## src/rtl/reorder_buffer.sv

```systemverilog
// Two-wide in-order reorder buffer: dual dispatch, out-of-order finish marking,
// up to two in-order retirements per cycle with registered ARF update strobes.
module reorder_buffer #(
    parameter int DEPTH = 8,
    parameter int TAGW  = 3
) (
    input  logic            clk,
    input  logic            rst_n,
    input  logic            flush,
    input  logic            alloc_en_A,
    input  logic            alloc_en_B,
    input  logic            alloc_wr_A,
    input  logic            alloc_wr_B,
    input  logic [4:0]      alloc_rd_A,
    input  logic [4:0]      alloc_rd_B,
    output logic            alloc_ready,
    output logic [TAGW-1:0] alloc_tag_A,
    output logic [TAGW-1:0] alloc_tag_B,
    input  logic            fin_en_A,
    input  logic            fin_en_B,
    input  logic [TAGW-1:0] fin_tag_A,
    input  logic [TAGW-1:0] fin_tag_B,
    output logic            updateEnA,
    output logic            updateEnB,
    output logic [4:0]      updateAddrA,
    output logic [4:0]      updateAddrB,
    output logic [TAGW:0]   count
);

    logic [DEPTH-1:0] valid;
    logic [DEPTH-1:0] done;
    logic [DEPTH-1:0] wr;
    logic [4:0]       rd [DEPTH];

    logic [TAGW-1:0] head;
    logic [TAGW-1:0] tail;
    logic [TAGW-1:0] headP1;
    logic            retire0;
    logic            retire1;
    logic            doAllocA;
    logic            doAllocB;
    logic            updA;
    logic            updB;
    logic [1:0]      numAlloc;
    logic [1:0]      numRetire;

    assign headP1      = head + TAGW'(1);
    assign alloc_ready = (count <= (TAGW+1)'(DEPTH - 2));
    assign alloc_tag_A = tail;
    assign alloc_tag_B = alloc_en_A ? tail + TAGW'(1) : tail;
    assign doAllocA    = alloc_ready & alloc_en_A;
    assign doAllocB    = alloc_ready & alloc_en_B;

    // done is read from state, so a finish landing at an edge retires on the next one
    assign retire0   = valid[head] & done[head];
    assign retire1   = retire0 & valid[headP1] & done[headP1];
    assign updA      = retire0 & wr[head];
    assign updB      = retire1 & wr[headP1];
    assign numAlloc  = {1'b0, doAllocA} + {1'b0, doAllocB};
    assign numRetire = {1'b0, retire0} + {1'b0, retire1};

    always_ff @(posedge clk or negedge rst_n) begin
        if (!rst_n) begin
            valid       <= '0;
            done        <= '0;
            head        <= '0;
            tail        <= '0;
            count       <= '0;
            updateEnA   <= 1'b0;
            updateEnB   <= 1'b0;
            updateAddrA <= '0;
            updateAddrB <= '0;
        end else if (flush) begin
            valid       <= '0;
            done        <= '0;
            head        <= '0;
            tail        <= '0;
            count       <= '0;
            updateEnA   <= 1'b0;
            updateEnB   <= 1'b0;
            updateAddrA <= '0;
            updateAddrB <= '0;
        end else begin
            // later assignments win: retire clears, then fresh allocations set
            if (fin_en_A && valid[fin_tag_A]) done[fin_tag_A] <= 1'b1;
            if (fin_en_B && valid[fin_tag_B]) done[fin_tag_B] <= 1'b1;
            if (retire0) begin
                valid[head] <= 1'b0;
                done[head]  <= 1'b0;
            end
            if (retire1) begin
                valid[headP1] <= 1'b0;
                done[headP1]  <= 1'b0;
            end
            if (doAllocA) begin
                valid[tail] <= 1'b1;
                done[tail]  <= 1'b0;
            end
            if (doAllocB) begin
                valid[alloc_tag_B] <= 1'b1;
                done[alloc_tag_B]  <= 1'b0;
            end
            head        <= head + TAGW'(numRetire);
            tail        <= tail + TAGW'(numAlloc);
            count       <= count + (TAGW+1)'(numAlloc) - (TAGW+1)'(numRetire);
            updateEnA   <= updA;
            updateEnB   <= updB;
            updateAddrA <= updA ? rd[head]   : 5'd0;
            updateAddrB <= updB ? rd[headP1] : 5'd0;
        end
    end

    // Payload needs no reset: it is only observed through a valid entry
    always_ff @(posedge clk) begin
        if (doAllocA) begin
            wr[tail] <= alloc_wr_A;
            rd[tail] <= alloc_rd_A;
        end
        if (doAllocB) begin
            wr[alloc_tag_B] <= alloc_wr_B;
            rd[alloc_tag_B] <= alloc_rd_B;
        end
    end

endmodule

```

## config.mk

```make
export PLATFORM = sky130hd
export DESIGN_NAME = reorder_buffer
export DESIGN_NICKNAME = d
export VERILOG_FILES = /design/src/rtl/reorder_buffer.sv
export SDC_FILE = /design/constraint.sdc
export NUM_CORES = 1
export LEC_CHECK = 0
export BUFFER_PORTS_ARGS = -buffer_cell sky130_fd_sc_hd__buf_4
export CORE_MARGIN = 2
export CORE_UTILIZATION = 50
export DETAILED_ROUTE_END_ITERATION = 12
export PLACE_DENSITY = 0.69
export SETUP_SLACK_MARGIN = 0.3
export SYNTH_ARGS = -nofsm -noshare
export SYNTH_HDL_FRONTEND = slang
export SYNTH_SLANG_ARGS = --single-unit
```

## constraint.sdc

```tcl
create_clock -name clk -period 4 [get_ports clk]
set_input_delay 0.6 -clock clk [delete_from_list [all_inputs] [get_ports clk]]
set_output_delay 0.6 -clock clk [all_outputs]
set_load 0.02 [all_outputs]
```

==> results of run 1 <==
## how the worst max path moves through the flow
stage	startpoint	end	slack (ns)	cells after the start
2_1_floorplan	head[0]	count[3]	0.58	12
3_3_place_gp	head[1]	count[3]	0.43	12
3_5_place_dp	head[1]	count[3]	0.36	12
4_1_cts	head[1]	count[3]	0.34	12
5_1_grt	head[0]	count[3]	0.31	13
6_report	head[0]	count[3]	0.49	13
## where the power goes
part	switching (mW)	internal, mW	total [mW]
Clock	0.348	0.361	0.709
Combinational	0.520	0.435	0.956
Sequential	0.140	1.10	1.24
## metal layers
| layer | GRT usage | part of all wire | up-vias |
|---|---|---|---|
| met5 | 0 | 0 | - |
| met4 | 0.0928 | 0.026 | 0 |
| met1 | 0.344 | 0.42 | 1969 |
| met3 | 0.0365 | 0.068 | 27 |
| met2 | 0.406 | 0.48 | 157 |
| li1 | - | - | 1811 |
## worst max-delay path, stage by stage, from the launching register on
cell and delay (ns):
dfrtp_2 0.47, buf_4 0.16, ha_2 0.22, xnor2_2 0.22, mux4_2 0.56, and2_1 0.18, ha_1 0.21, fa_1 0.51
inv_1 0.07, ha_1 0.29, a21o_1 0.17, a21oi_2 0.14, xor2_1 0.16, nor2_1 0.05
## flip-flops by register name, indices dropped and copies added, names as in the netlist
signal	flops
valid	8
updateEnA	1
head	3
alloc_tag_A	3
rd	40
count	4
updateEnB	1
done	8
updateAddrB	5
wr	8
updateAddrA	5
## final cells by class
cell class,instances,area [um^2],area share
inverter,22,86.3,0.0143
multi-input combinational,325,2770,0.458
sequential,86,2310,0.383
tap,136,170,0.0281
clock inverter,7,103,0.0170
timing repair buffer,64,484,0.0800
clock buffer,9,124,0.0205
## kinds of logic after synthesis
group	Yosys count
AO/OA/AOI/OAI	80
XOR/XNOR	10
adder cells (fa/ha/maj)	15
buffers and inverters	46
flip-flops	86
multiplexers	86
AND/OR/NAND/NOR	134
## cell usage in the layout (no fill, tap or decap), drive strengths merged, types with 3 or more instances in the layout
cell / n
dfxtp: 8
mux4: 23
edfxtp: 40
a21oi: 19
xor2: 4
nand2b: 3
inv: 24
mux2: 43
ha: 11
clkbuf: 9
nor4: 5
buf: 64
xnor2: 6
o21a: 6
a31oi: 7
a2bb2oi: 3
o21ai: 18
nor2b: 16
and3: 3
and2: 3
nand4: 7
nand2: 37
nand3: 13
nor2: 28
mux2i: 20
a21boi: 5
nor3: 7
o22ai: 4
dfrtp: 38
fa: 4
## per-stage QoR
step	instances	utilization
5_1_grt	649	0.589
6_report	649	0.589
2_1_floorplan	457	-
4_1_cts	645	0.584
3_3_place_gp	629	0.562
3_5_place_dp	629	0.562
## what timing repair did
item                       in CTS  in global routing
setup endpoints to repair       0                  1
setup buffers                   0                  4
resized for setup               0                  5
==> out/qor.csv, run 1 <==
metric,value,unit
outcome,"finished, final reports clean",
maxCapViolCount,0,
rr_worst_depth,13,
post_synth_main_area_contributors,"edfxtp_1 23%, dfrtp_1 18%, mux2_2 9.2%",
syn_inst,457,
whs,0.173,ns
die-area,11400,um^2
synthAdderAreaFrac,0.0412,
first_global_vias,3917,
max-slew-margin-rel,0.268,
r2r_start,head[0],
power_density,479,nW/um^2
pre_cts_slack,0.363,ns
syn_avg_cell_area,11.6,um^2
synth_seq_cells,86,
synth_nets,497,
endpoint_kind,flip-flop,
wl_per_cell,20.8,um
start_util,0.514,
gp_congestion,0.891,
hold_path.class,in -> async,
clk_path_buf_depth,2,
nets,548,
synthSimpleGateAreaFrac,0.133,
post_dp_cell_area,5780,um^2
numCtsBuffers,9,
cts_sinks,86,
netlist_top_cells_count,"43 x mux2_2, 40 x edfxtp_1, 38 x dfrtp_1",
finClkSkew,0.0136,ns
grt_max_degree,39,
synthXorXnorAreaFrac,0.0194,
hpwl,9.49,mm
diodes,0,
fmax,285,MHz
synthesis.area,5280,um^2
cp-start-kind,flip-flop,
crit_fanout,8,
antenna_found_initial,0,
async_reset_ff_frac,0.442,
grt_pass1_wl,21.3,mm
reg2reg_to,count[3],
hold_buffers,0,
finalHoldViolCount,0,
cts.reportedPaths.clkPinSlew,0.09,ns
ir_worst_vdd,297,uV
final-max-slew-violation-count,0,
power_leakage,2.42,nW
grt-ovfl-total,0,
port_buffers,47,
synth_ff_type,edfxtp_1,
rows,37,
clockRootBuffer,clkbuf_8,
ant_nets,0,
vias,3964,
synth.most_common_cell,mux2_2,
setup_viol,0,
worstMarginPinSlew,1.09,ns
period_needed,3.51,ns
cts_tree,yes,
die_w,107,um
finalWorstSetupSlack,0.485,ns
synth_top_family_by_area,multiplexers,
seq_area_frac_synth,0.438,
synthMuxAreaShare,0.229,
core-area,10300,um^2
rsz0062_at_grt,false,
synth_top_area_share,0.228,
dr.pass1.iters,5,
drive_gt1_frac,0.316,
first_iter_violations,304,
synth-compound-area-share,0.100,
final_area,6050,um^2
insertion_delay,0.37,ns
via_per_inst,6.11,
grtUsageTotal,0.250,
drc,0,
fillers,876,
tns,0,ns
rrSetupSlack,0.49,ns
die_h,107,um
period_share,0.879,
yosysWarnings,0,
drt_wl_total,13.5,mm
synth.largest_area_cell,edfxtp_1,
critPathArrivalTime,3.77,ns
synth_edf_count,40,
cp_data_required_time,4.26,ns
syn_to_final_growth,14.6,%
io_pins,48,
crit_type,reg -> reg,
synth_cell_types,63,
cts_max_level,3,
power.total,2.90,mW
Note: power is estimated with default switching activity, not from simulation.
==> run 2: changes to the inputs <==
==> constraint.sdc (replaced) <==
create_clock -name clk -period 4 [get_ports clk]
set_input_delay 0.8 -clock clk [delete_from_list [all_inputs] [get_ports clk]]
set_output_delay 0.8 -clock clk [all_outputs]
set_load 0.02 [all_outputs]
==> run 2 against run 1 <==
Design area is 0.43% lower. Non-clock buffer count is 3 higher. Hold slack better by 0.21 ns. Clock power is 15% lower. Via count is 0.93% higher. Critical endpoint unchanged. Highest routed layer unchanged.
==> out/qor.csv, run 2 (synthesis gave the netlist of run 1 again) <==
metric,value,unit
outcome,"finished, final reports clean",
crit_type,reg -> reg,
start_util,0.514,
ant_nets,0,
ir_worst_vdd,368,uV
nets,551,
hpwl,9.36,mm
grt_max_degree,39,
rsz0062_at_grt,false,
grtUsageTotal,0.246,
clk_path_buf_depth,2,
gp_congestion,0.890,
wl_per_cell,20.3,um
period_share,0.895,
clock_power_share,0.216,
syn_to_final_growth,14.1,%
port_buffers,47,
drive_gt1_frac,0.310,
regMostFlops,rd,
max-slew-margin-rel,0.286,
numCtsBuffers,9,
critPathArrivalTime,3.83,ns
critPathSlowestCell,mux4_2,
cp_data_required_time,4.25,ns
p_switching,982,uW
pwr-share-seq,0.441,
core-area,10300,um^2
cp-start-kind,flip-flop,
worstPathCellList,buf_4 > ha_1 > xnor2_2 > mux4_2 > and2_1 > ha_1 > fa_1 > inv_1 > ha_1 > a21o_1 > a21oi_2 > xor2_1 > nor2_1,
final-max-slew-violation-count,0,
whs,0.379,ns
final_cell_mix,"66 x buf_4, 43 x mux2_2, 40 x edfxtp_1",
cp_num_buf_inv,2,
endpoint_kind,flip-flop,
critPathMostFrequentCell,ha_1,
drc,0,
fmax,279,MHz
crit_fanout,6,
finalWorstSetupSlack,0.419,ns
insertion_delay,0.37,ns
first_global_vias,3935,
largest_reg_flops,40,
die_h,107,um
period_needed,3.58,ns
combPwrFrac,0.343,
hold_buffers,0,
grt-ovfl-total,0,
io_pins,48,
power_density,466,nW/um^2
worstMarginPinSlew,1.06,ns
vias,4001,
tns,0,ns
cts.reportedPaths.clkPinSlew,0.09,ns
drt_wl_total,13.2,mm
antenna_found_initial,0,
internal_power,1.82,mW
cp_top_family,adder cells,
switching_share,0.350,
power_leakage,2.42,nW
cts_tree,yes,
maxCapViolCount,0,
setup_viol,0,
pre_cts_slack,0.398,ns
cts_sinks,86,
via_per_inst,6.14,
diodes,0,
finClkSkew,0.0108,ns
final_common_cell,buf_4,
die-area,11400,um^2
grt_pass1_wl,21.2,mm
clockRootBuffer,clkbuf_8,
rrSetupSlack,0.42,ns
hold_path.class,in -> async,
finalHoldViolCount,0,
first_iter_violations,335,
die_w,107,um
slowest_delay,0.55,ns
dr.pass1.iters,5,
rows,37,
cts_max_level,3,
[run 2: repair_timing]
item / CTS / global route
resized for setup: 0 / 3
setup buffers: 0 / 6
endpoints found under the setup margin: 0 / 1
[run 2: worst reg2reg max path, stage by stage (launching register included)]
cell and delay (ns):
dfrtp_2 0.47, buf_4 0.16, ha_1 0.26, xnor2_2 0.23, mux4_2 0.55, and2_1 0.19, ha_1 0.21, fa_1 0.51
inv_1 0.07, ha_1 0.29, a21o_1 0.17, a21oi_2 0.14, xor2_1 0.15, nor2_1 0.06
[run 2: area by class of cell]
cell class	count	area (um^2)
flip-flops and latches	86	2310
clock inverters	6	58.8
repair buffers	67	500
clock buffers	10	128
multi-input cells	325	2770
fillers	878	4250
inverters	22	86.3
well taps	136	170
[run 2: metrics by stage]
| step | total power, mW | cells | util | cell area [um^2] |
|---|---|---|---|---|
| floorplan | 1.86 | 457 | - | 5280 |
| global route | 2.97 | 652 | 0.586 | 6020 |
| global placement | 2.17 | 630 | 0.563 | 5790 |
| detailed placement | 2.20 | 630 | 0.563 | 5790 |
| CTS | 2.80 | 646 | 0.581 | 5970 |
| finish | 2.81 | 652 | 0.586 | 6020 |
[run 2: path summary, 6_finish.rpt]
| path | cells after the start | start | end |
|---|---|---|---|
| max | 13 | head[0] | count[3] |
| min | 1 | rst_n | count[2] |
| max reg2reg | 13 | head[0] | count[3] |
| min reg2reg | 2 | wr[2] | wr[2] |
| max in group asynchronous | 1 | rst_n | head[0] |
| min in group clk | 2 | wr[2] | wr[2] |
[run 2: power groups by stage]
stage / registers, mW / clock network [mW] / logic (mW)
global route: 1.26 / 0.655 / 1.06
CTS: 1.23 / 0.612 / 0.952
detailed placement: 1.25 / 0 / 0.946
global placement: 1.25 / 0 / 0.925
finish: 1.24 / 0.606 / 0.963
floorplan: 1.23 / 0 / 0.631
[run 2: layer usage]
layer	wire, um	global-route usage	share of wire
met1	5670	0.341	0.43
met5	0	0	0
met2	6290	0.387	0.48
met3	964	0.0498	0.073
met4	308	0.0853	0.023
